===== src/rtl/program_counter_pkg.sv =====
// Shared CPU constants for the program counter.
// Holds the datapath address width and the reset vector.
package program_counter_pkg;

    localparam int PC_ADDR_W = 16;
    localparam logic [PC_ADDR_W-1:0] PC_RESET_VEC = 16'h0000;

    typedef logic [PC_ADDR_W-1:0] pc_addr_t;

endpackage


===== src/rtl/program_counter_incrementer.sv =====
// Combinational +1 for the program counter.
// The sum is truncated to W bits, so all-ones wraps to zero.
module program_counter_incrementer #(
    parameter int W = 16
) (
    input  logic [W-1:0] value,
    output logic [W-1:0] next_value
);

    assign next_value = value + W'(1);

endmodule


===== src/rtl/program_counter.sv =====
// Program counter for the 8-bit CPU datapath.
// Each cycle the PC resets, loads a target, increments, or holds, in that priority.
module program_counter
    import program_counter_pkg::*;
#(
    parameter int ADDR_W = PC_ADDR_W,
    parameter logic [ADDR_W-1:0] RESET_VEC = ADDR_W'(PC_RESET_VEC)
) (
    input  logic              clk,
    input  logic              rst_n,
    input  logic              loadPC,
    input  logic              incPC,
    input  logic [ADDR_W-1:0] address,
    output logic [ADDR_W-1:0] execadd
);

    logic [ADDR_W-1:0] pc;
    logic [ADDR_W-1:0] pc_plus_one;

    program_counter_incrementer #(
        .W(ADDR_W)
    ) u_incrementer (
        .value      (pc),
        .next_value (pc_plus_one)
    );

    // address is only read when loadPC is set, so X on it otherwise cannot leak in
    always_ff @(posedge clk) begin
        if (!rst_n) begin
            pc <= RESET_VEC;
        end else if (loadPC) begin
            pc <= address;
        end else if (incPC) begin
            pc <= pc_plus_one;
        end
    end

    assign execadd = pc;

`ifdef SIMULATION
    logic seen_reset;
    logic wrap_pending;

    always_ff @(posedge clk) begin
        if (!rst_n) begin
            seen_reset <= 1'b1;
        end
        wrap_pending <= rst_n && !loadPC && incPC && (pc == '1);
        if (seen_reset === 1'b1) begin
            assert (!$isunknown(execadd))
                else $error("execadd is unknown after reset");
        end
        if (wrap_pending) begin
            assert (execadd == '0)
                else $error("increment from all-ones did not wrap to zero");
        end
    end
`endif

endmodule


===== config.mk =====
export PLATFORM = sky130hd
export DESIGN_NAME = program_counter
export DESIGN_NICKNAME = d
export VERILOG_FILES = /design/src/rtl/program_counter_pkg.sv /design/src/rtl/program_counter_incrementer.sv /design/src/rtl/program_counter.sv
export SDC_FILE = /design/constraint.sdc
export NUM_CORES = 1
export LEC_CHECK = 0
export CAP_MARGIN = 30
export CORE_ASPECT_RATIO = 1.25
export CORE_MARGIN = 2
export CORE_UTILIZATION = 40
export CTS_CLUSTER_SIZE = 12
export DETAILED_ROUTE_END_ITERATION = 8
export DONT_BUFFER_PORTS = 1
export PLACE_DENSITY = 0.5
export SETUP_SLACK_MARGIN = 0.02
export SLEW_MARGIN = 20
export SYNTH_ARGS = -nofsm -noshare
export SYNTH_HDL_FRONTEND = slang
export SYNTH_SLANG_ARGS = --single-unit
export TNS_END_PERCENT = 5

===== constraint.sdc =====
create_clock -name clk -period 2 [get_ports clk]
set_input_delay 0 -clock clk [delete_from_list [all_inputs] [get_ports clk]]
set_output_delay 0 -clock clk [all_outputs]
set_load 0.02 [all_outputs]

; ---- Word level (Yosys, flattened, before mapping)
; Index checks and enable logic that the tools add are counted.
[totals]
ff_bits = 16
in_bits = 20
out_inout_bits = 16
word_cells = 5
[op_classes]
add_sub_neg = 1
n_mux = 2
n_reduce_logical = 1
[ops]
columns = cell, n
row1 = $mux 16, 2
row2 = $add 16x1->16 const B, 1
row3 = $reduce_bool 2->1, 1

; ---- Longest topological paths before layout
; Gate-level depths: netlist of run 1.
[logic_depth]
depth_word = 3
ltp_mapped = 6

; ---- Hierarchy
; From an unflattened synthesis of run 1, not the netlist that was laid out.
[hier_totals]
cells_unflattened = 114
area_unflattened_um2 = 1149.9
[by_module_without_submodules]
columns = module, instances, cells_each, area_each_um2
row1 = program_counter, 1, 71, 852.1
row2 = program_counter_incrementer, 1, 43, 297.8

; ---- Worst setup path after synthesis of run 1
; OpenSTA, ideal clock, no wires.
[synth_path]
path_kind = flip-flop to flip-flop
start = register pc[0] (netlist: execadd[0])
end = register pc[12] (netlist: execadd[12])
arrival_time_ns = 1.342
required_ns = 1.867
slack_ns = 0.526
path_stages_with_launch = 6
n_path_buf = 0
synth_period_minus_slack_ns = 1.474
cell_sequence = dfxtp_1 > ha_1 > inv_1 > nor4_2 > xnor2_1 > a21oi_1
[synth_via]
elab_chain_len = 3
[synth_rtl]
columns = item, line_no
row1 = "start, declared", program_counter.sv:17  ; logic [ADDR_W-1:0] pc;
row2 = "start signal, assigned", program_counter.sv:32  ; pc <= address;
row3 = "start signal, assigned", program_counter.sv:34  ; pc <= pc_plus_one;
row4 = $add 16x1->16, program_counter_incrementer.sv:10  ; assign next_value = value + W'(1);
row5 = $mux 16, program_counter.sv:33  ; end else if (incPC) begin
row6 = $mux 16, program_counter.sv:31  ; end else if (loadPC) begin
; No other way between the ends. The select of a mux whose other input is x is not followed.
; A chain may end at the register's enable or synchronous reset.

; ---- Worst setup path after layout of run 1
[layout_path]
start = register pc[0] (netlist: execadd[0])
end = register pc[1] (netlist: execadd[1])
; Same word-level chain as after synthesis.

==> flow_summary.json, run 1 <==
{
  "hold_class": "primary input to flop",
  "drive_above_1_share_pct": 16.8,
  "total_power_mw": 0.696,
  "skew_ns": 0.00108,
  "routed-wl-met2_um": 1200,
  "synth_edf_count": 0,
  "root_buffer": "clkbuf_4",
  "period_share_pct": 79.8,
  "h-tree-depth": 1,
  "drt_wl_total_um": 2120,
  "drt_first_pass_iters": 6,
  "cts_sinks": 16,
  "syn_area_um2": 920,
  "syn_avg_cell_area_um2": 9.29,
  "cp-end-kind": "flop",
  "synth.top_cell.area_share_pct": 34.8,
  "cp.required_ns": 2.17,
  "wire_per_inst_um": 13.6,
  "cts_tree": "done",
  "core_area_um2": 2190,
  "placed_cell_area_um2": 996,
  "leakage_nw": 0.473,
  "tns_ns": 0,
  "setup_slack_ns": 0.404,
  "synthesis.nets": 120,
  "route.top_layer_used": "met4",
  "grt_util_all_layers_pct": 18.2,
  "max_slew.worst_pin.slew_ns": 0.754,
  "hold_viol_final": 0,
  "cap_viol_max_count": 0,
  "wl_met1_um": 807,
  "start_util_pct": 42.0,
  "ys_async_sr_fraction_pct": 0,
  "yosys_warnings": 0,
  "area_growth_pct": 31.4,
  "postSynthCellCount": 99,
  "largest_reg_flops": 16,
  "initialDrtViolationCount": 4,
  "io_pins": 36,
  "diodes": 0,
  "grt_overflow": 0,
  "timing.final.crit_period_ns": 1.60,
  "status": "finished, final reports clean",
  "clk_path_buf_depth": 2,
  "drc": 0,
  "grt_start_max_net_pins": 31,
  "dieArea_um2": 2700,
  "synth.area.top_cells": "dfxtp_1 (35%), xnor2_1 (11%), a21oi_1 (6.0%)",
  "port_buffers": 0,
  "yosysTopAreaCell": "dfxtp_1",
  "critPathMaxFanout": 2,
  "die_h_um": 57.6,
  "cts_made_buffers": 3,
  "finalMaxSlewViolations": 0,
  "synth_seq_area_share_pct": 34.8,
  "drtAntennaViolNets": 0,
  "grt_setup_unrepaired": "false",
  "grt_pass1_vias": 853,
  "die_x_um": 46.9,
  "synth_most_common_cell": "dfxtp_1",
  "peakVddDrop_v": 0.000389,
  "max_freq_mhz": 627,
  "cts_resized": 0,
  "fin_area_um2": 1210,
  "setup_violations": 0,
  "synth_common_cells": "dfxtp_1 (16), xnor2_1 (12), a21oi_1 (11), o21ai_0 (11), nand2_1 (9)",
  "insertion_delay_ns": 0.28,
  "path_class": "flop to flop",
  "slew_headroom_pct": 49.7,
  "synthFlopType": "dfxtp_1",
  "fin_nets": 148,
  "wl_met3_um": 100,
  "place_ws_ns": 0.428,
  "power.density_nw_per_um2": 576,
  "antenna_found_initial": 0,
  "grt_pass1_wl_um": 3620,
  "ys_types": 19,
  "vias": 811,
  "rows": 19,
  "start_kind": "flop",
  "hpwl_um": 1450,
  "cts.clk_slew.worst_paths_ns": 0.09,
  "synth_seq_cells": 16,
  "place_congestion": 0.769,
  "viasPerCell": 5.20,
  "holdWs_ns": 0.0494,
  "worstPathArrival_ns": 1.77
}
## metrics by stage
| step | std cells | util [%] |
|---|---|---|
| 6_report | 156 | 55.3 |
| 3_5_place_dp | 134 | 45.5 |
| 3_3_place_gp | 134 | 45.5 |
| 4_1_cts | 156 | 55.3 |
| 2_1_floorplan | 99 | - |
| 5_1_grt | 156 | 55.3 |
## power by group
group	internal (mW)	switching, mW	leakage, nW	total, mW
Sequential	0.342	0.0354	0.133	0.377
Combinational	0.0754	0.0756	0.326	0.151
Clock	0.0697	0.0980	0.0138	0.168
Total	0.487	0.209	0.473	0.696
## path summary, 6_finish.rpt
path	from	end	slack, ns	depth (start not counted)
worst max-delay path	execadd[0]	execadd[1]	0.40	5
worst min-delay path	incPC	execadd[2]	0.05	4
worst max register to register	execadd[0]	execadd[1]	0.40	5
worst min register to register	execadd[15]	execadd[15]	0.67	2
## critical path, cell delays in order (launching register included)
cell           delay, ns
dfxtp_1             0.33
ha_1                0.28
mux2i_1             0.14
nand2_1             0.07
o211a_1             0.13
dlygate4sd3_1       0.54
## layout by cell type (no fill, tap or decap), types with 2 or more instances in the layout
cell / instances
a21oi_1: 11
nor4_4: 2
nor3_1: 4
dlygate4sd3_1: 19
xor2_1: 3
xnor2_1: 12
buf_4: 10
nand4_1: 4
dfxtp_1: 16
o211a_1: 5
nand3_1: 3
o21ai_0: 11
nand2_1: 9
clkbuf_4: 3
nand4_4: 2
inv_1: 4
nor4_2: 4
## kinds of logic (layout without fill, tap and decap cells)
logic type / Yosys count / in the layout / share of synthesized area [%]
flip-flops: 16 / 16 / 34.8
XOR/XNOR: 15 / 15 / 14.3
multiplexers: 1 / 1 / 1.09
AO/OA/AOI/OAI: 27 / 27 / 17.4
AND/OR/NAND/NOR: 29 / 29 / 25.3
buffers and inverters: 10 / 36 / 5.71
adder cells (fa/ha/maj): 1 / 1 / 1.36
## per-layer routing
metal / vias up / track usage (%)
met4: 0 / 4.76
met1: 385 / 18.6
met2: 16 / 35.2
met5: - / 0
li1: 408 / -
met3: 2 / 3.43
## area by class of cell
class	count	area, um^2
tap	31	38.8
fill	225	978
clock buffer	3	22.5
sequential	16	320
timing repair buffer	29	265
multi-input combinational	73	547
inverter	4	15.0
## what timing repair did
action	in CTS	in global routing
endpoints found under the hold margin	16	0
buffers inserted	0	0
hold buffers	19	0
Note: power is estimated with default switching activity, not from simulation.
==> run 2, diff against run 1 <==
Settings changed: ABC_AREA set to 1.
Clock period 2 ns to 1.5 ns, I/O delays scaled along.
==> run 2 against run 1 <==
  * Clock power grew 82%
  * Sequential power up 27%
  * Wire length increased by 41%
  * Largest power group unchanged
  * Non-clock buffer count grew 11
  * Combinational power increased by 59%
  * Global-route usage is 4.6 points higher
  * Die area grew 9.3%
  * The run now ends with negative hold slack left
  * Critical path type unchanged
  * Highest routed layer unchanged
  * First-iteration DRC count grew to 7.0 times the previous value
==> flow_summary.json, run 2 <==
{
  "path_class": "flop to flop",
  "die_x_um": 49.0,
  "timing.final.crit_period_ns": 1.43,
  "cap_viol_max_count": 0,
  "hold_class": "primary input to flop",
  "grt_pass1_wl_um": 5060,
  "multi_input_area_um2": 619,
  "drive_above_1_share_pct": 19.7,
  "r2r_start": "execadd[11]",
  "syn_avg_cell_area_um2": 6.84,
  "skew_ns": 0.0121,
  "synth_edf_count": 0,
  "start_kind": "flop",
  "root_buffer": "clkbuf_4",
  "h-tree-depth": 1,
  "fin_nets": 210,
  "setup_violations": 0,
  "critPathMaxFanout": 4,
  "synth_common_cells": "nand2_1 (34), dfxtp_1 (16), inv_1 (15), nand3_1 (15), a21oi_1 (13)",
  "synth_seq_cells": 16,
  "path_depth": 4,
  "crit_chain": "buf_4 > a22oi_1 > dlygate4sd3_1 > a21oi_1",
  "cts_made_buffers": 3,
  "reg2reg_slack_ns": 0.07,
  "yosysTopAreaCell": "dfxtp_1",
  "wire_per_inst_um": 13.5,
  "synthFlopType": "dfxtp_1",
  "grt_pass1_vias": 1131,
  "max_slew.worst_pin.slew_ns": 0.395,
  "dieArea_um2": 2950,
  "vias": 1129,
  "grt_setup_unrepaired": "true",
  "cts_tree": "done",
  "postSynthCellCount": 148,
  "slew_headroom_pct": 73.6,
  "final_common_cell": "nand2_1",
  "insertion_delay_ns": 0.31,
  "initialDrtViolationCount": 28,
  "area_growth_pct": 42.9,
  "grt_start_max_net_pins": 16,
  "worst-path-buf-inv": 2,
  "synth_most_common_cell": "nand2_1",
  "synth.top_cell.area_share_pct": 31.6,
  "cts_sinks": 16,
  "rows": 20,
  "regArea_um2": 325,
  "ys_types": 23,
  "slowest_stage": "dlygate4sd3_1",
  "violations": "negative hold slack",
  "ys_async_sr_fraction_pct": 0,
  "reg2reg_depth": 4,
  "core_area_um2": 2430,
  "leakage_nw": 0.599,
  "holdWs_ns": -0.0224,
  "synth.area.top_cells": "dfxtp_1 (32%), nand2_1 (13%), a22oi_1 (7.4%)",
  "drtAntennaViolNets": 0,
  "hold_depth": 5,
  "viasPerCell": 5.11,
  "synthesis.nets": 169,
  "drt_wl_total_um": 2980,
  "finalMaxSlewViolations": 0,
  "total_power_mw": 1.03,
  "diodes": 0,
  "drt_first_pass_iters": 4,
  "largest_reg_flops": 16,
  "port_buffers": 0,
  "layout_common_cells": "nand2_1 (34), dlygate4sd3_1 (21), buf_4 (16)",
  "postCtsSetupBuffers": 0,
  "worstPathArrival_ns": 1.63,
  "status": "complete, but fails checks",
  "drc": 0,
  "holdPathEnd": "execadd[1]",
  "place_congestion": 0.837,
  "fillers": 249,
  "worstHoldStart": "incPC",
  "r2r-end": "execadd[11]",
  "die_h_um": 60.2,
  "cp-end-kind": "flop",
  "critPathMaxStageDelay_ns": 0.58,
  "power.density_nw_per_um2": 710,
  "max_freq_mhz": 699,
  "peakVddDrop_v": 0.000398,
  "yosys_warnings": 0,
  "cts.clk_slew.worst_paths_ns": 0.11,
  "start_util_pct": 41.7,
  "synth_seq_area_share_pct": 31.6,
  "cp.required_ns": 1.70,
  "clk_path_buf_depth": 2,
  "hpwl_um": 2090,
  "io_pins": 36,
  "grt_util_all_layers_pct": 22.8,
  "period_share_pct": 95.4,
  "grt_overflow": 0,
  "tns_ns": 0,
  "syn_area_um2": 1010,
  "antenna_found_initial": 0,
  "crit_family": "buffers and inverters",
  "hold_viol_final": 1
}
## run 2: cell count changes in the layout (fill, tap and decap cells not counted), sizes merged, moves of 10 or more
cell	change
a22oi	+10
inv	+11
nand2	+29
nand3	+13
nor2	+14
xnor2	-10
## run 2: layout make-up
| cell class | instances | area share [%] |
|---|---|---|
| Multi-Input combinational cell | 113 | 42.8 |
| Sequential cell | 16 | 22.5 |
| Tap cell | 33 | 2.85 |
| Inverter | 15 | 3.89 |
| Clock buffer | 4 | 2.51 |
| Timing Repair Buffer | 40 | 25.4 |
## run 2: how the worst max path moves through the flow
stage	start	to	slack, ns
finish	execadd[11]	execadd[11]	0.07
floorplan	execadd[0]	execadd[10]	0.09
global placement	execadd[0]	execadd[9]	0.25
CTS	execadd[0]	execadd[1]	0.04
global route	execadd[11]	execadd[11]	0.0001
detailed placement	execadd[0]	execadd[9]	0.20
## run 2: what timing repair did
item,4_1_cts,5_1_grt
endpoints found under the setup margin,0,7
endpoints found under the hold margin,16,1
hold buffers,23,2
gates resized for setup,0,8
## run 2: report_power, final
group	total (mW)	switching, mW	leakage (nW)	internal [mW]
Sequential	0.480	0.0275	0.134	0.453
Clock	0.306	0.158	0.0210	0.148
Combinational	0.240	0.121	0.445	0.120
## run 2: worst register-to-register path, delay by kind of cell, from the launching register on
| kind | cells | cell delay, ns |
|---|---|---|
| AOI/OAI and AO/OA | 2 | 0.22 |
| buffers and inverters | 2 | 0.74 |
| DFF | 1 | 0.36 |
## run 2: stage by stage
stage | util, % | std cells | area [um^2] | setup WS, ns
2_1_floorplan | - | 148 | 1010 | 0.0917
3_3_place_gp | 47.5 | 193 | 1150 | 0.247
3_5_place_dp | 47.5 | 193 | 1150 | 0.200
4_1_cts | 58.5 | 220 | 1420 | 0.0413
5_1_grt | 59.6 | 221 | 1450 | 0.000108
6_report | 59.6 | 221 | 1450 | 0.0684
## run 2: logic make-up after synthesis
family	Yosys count	synth area share, %
AND/OR/NAND/NOR	72	33.1
AO/OA/AOI/OAI	33	20.3
buffers and inverters	19	7.66
flip-flops	16	31.6
XOR/XNOR	7	6.06
adder cells (fa/ha/maj)	1	1.24
## run 2: layer usage
layer	GRT usage (%)	up-vias	wire length, um
met5	0	-	0
li1	-	574	-
met1	24.7	517	1250
met3	4.00	5	136
met4	9.80	0	52
met2	43.8	33	1540
==> run 3, diff against run 2 <==
Settings changed: HOLD_SLACK_MARGIN set to 0.02.
==> run 3 against run 2 <==
  * The run still ends with negative hold slack left
  * Critical path depth did not move
  * Flip-flop and latch count did not move
  * Setup slack barely moved
  * Highest routed layer unchanged
  * Sequential share of layout area fell by 0.31 points
  * Sequential power barely moved
==> flow_summary.json, run 3 (same netlist as run 2, synthesis figures left out) <==
{
  "place_congestion": 0.837,
  "worstHoldStart": "incPC",
  "setup_slack_ns": 0.0685,
  "drc": 0,
  "initialDrtViolationCount": 27,
  "holdWs_ns": -0.0219,
  "final_common_cell": "nand2_1",
  "drt_first_pass_iters": 4,
  "cts_made_buffers": 3,
  "cts_tree": "done",
  "r2r_start": "execadd[11]",
  "total_power_mw": 1.03,
  "slew_headroom_pct": 73.6,
  "violations": "negative hold slack",
  "power.density_nw_per_um2": 704,
  "critPathMaxFanout": 4,
  "hpwl_um": 2090,
  "grt_pass1_vias": 1157,
  "place_ws_ns": 0.200,
  "largest_reg_flops": 16,
  "start_kind": "flop",
  "max_slew.worst_pin.slew_ns": 0.395,
  "max_freq_mhz": 699,
  "io_pins": 36,
  "cts_sinks": 16,
  "tns_ns": 0,
  "cp-end-kind": "flop",
  "final_util_pct": 60.4,
  "peakVddDrop_v": 0.000407,
  "viasPerCell": 5.15,
  "clk_path_buf_depth": 2,
  "hold_class": "primary input to flop",
  "grt_util_all_layers_pct": 23.2,
  "placed_cell_area_um2": 1150,
  "period_share_pct": 95.4,
  "path_class": "flop to flop",
  "layout_common_cells": "nand2_1 (34), dlygate4sd3_1 (23), buf_4 (16)",
  "skew_ns": 0.0114,
  "hold_viol_final": 1,
  "cts.clk_slew.worst_paths_ns": 0.11,
  "port_buffers": 0,
  "worstPathArrival_ns": 1.63,
  "antenna_found_initial": 0,
  "status": "complete, but fails checks",
  "grt_setup_unrepaired": "true",
  "finalMaxSlewViolations": 0,
  "wire_per_inst_um": 13.6,
  "fin_area_um2": 1470,
  "timing.final.crit_period_ns": 1.43,
  "postCtsSetupBuffers": 0,
  "die_h_um": 60.2,
  "fin_nets": 212,
  "instances_no_fill": 223,
  "grt_overflow": 0,
  "grt_start_max_net_pins": 16,
  "drt_wl_total_um": 3030,
  "rows": 20,
  "cap_viol_max_count": 0,
  "setup_violations": 0,
  "grt_pass1_wl_um": 5160,
  "leakage_nw": 0.606,
  "cp.required_ns": 1.69,
  "vias": 1148,
  "die_x_um": 49.0,
  "start_util_pct": 41.7,
  "dieArea_um2": 2950,
  "h-tree-depth": 1,
  "crit_start": "execadd[11]",
  "fillers": 250,
  "drive_above_1_share_pct": 19.5,
  "root_buffer": "clkbuf_4",
  "diodes": 0,
  "insertion_delay_ns": 0.31,
  "drtAntennaViolNets": 0,
  "dpl.cell_count": 193,
  "core_area_um2": 2430,
  "area_growth_pct": 44.9
}
run 3: worst paths after layout:
path                                     to  slack, ns  cells after the start
worst max register to register  execadd[11]       0.07                      4
worst min-delay path             execadd[1]      -0.02                      5
worst min register to register  execadd[11]       0.64                      3
worst max-delay path            execadd[11]       0.07                      4
run 3: final cells by class:
class | instances | area [um^2] | area share (%)
clock buffers | 4 | 36.3 | 2.47
repair buffers | 42 | 388 | 26.5
multi-input cells | 113 | 619 | 42.2
inverters | 15 | 56.3 | 3.84
well taps | 33 | 41.3 | 2.82
flip-flops and latches | 16 | 325 | 22.2
run 3: repair_timing:
| item | CTS | global route |
|---|---|---|
| resized for setup | 0 | 8 |
| hold endpoints to repair | 16 | 1 |
| hold buffers | 25 | 2 |
| endpoints found under the setup margin | 0 | 7 |
run 3: per-layer routing:
| metal | GRT usage (%) | vias up | share of wire [%] |
|---|---|---|---|
| li1 | - | 579 | - |
| met1 | 24.8 | 536 | 42 |
| met2 | 45.0 | 28 | 52 |
| met3 | 4.25 | 5 | 4.0 |
| met4 | 9.80 | 0 | 1.7 |
| met5 | 0 | - | 0 |
run 3: power breakdown:
part           internal (mW)  switching [mW]
clock network          0.148           0.157
registers              0.453          0.0276
logic                  0.124           0.122
total                  0.725           0.307
run 3: critical path, stage by stage, from the launching register on:
cell,delay (ns)
dfxtp_2,0.36
buf_4,0.16
a22oi_1,0.16
dlygate4sd3_1,0.58
a21oi_1,0.06
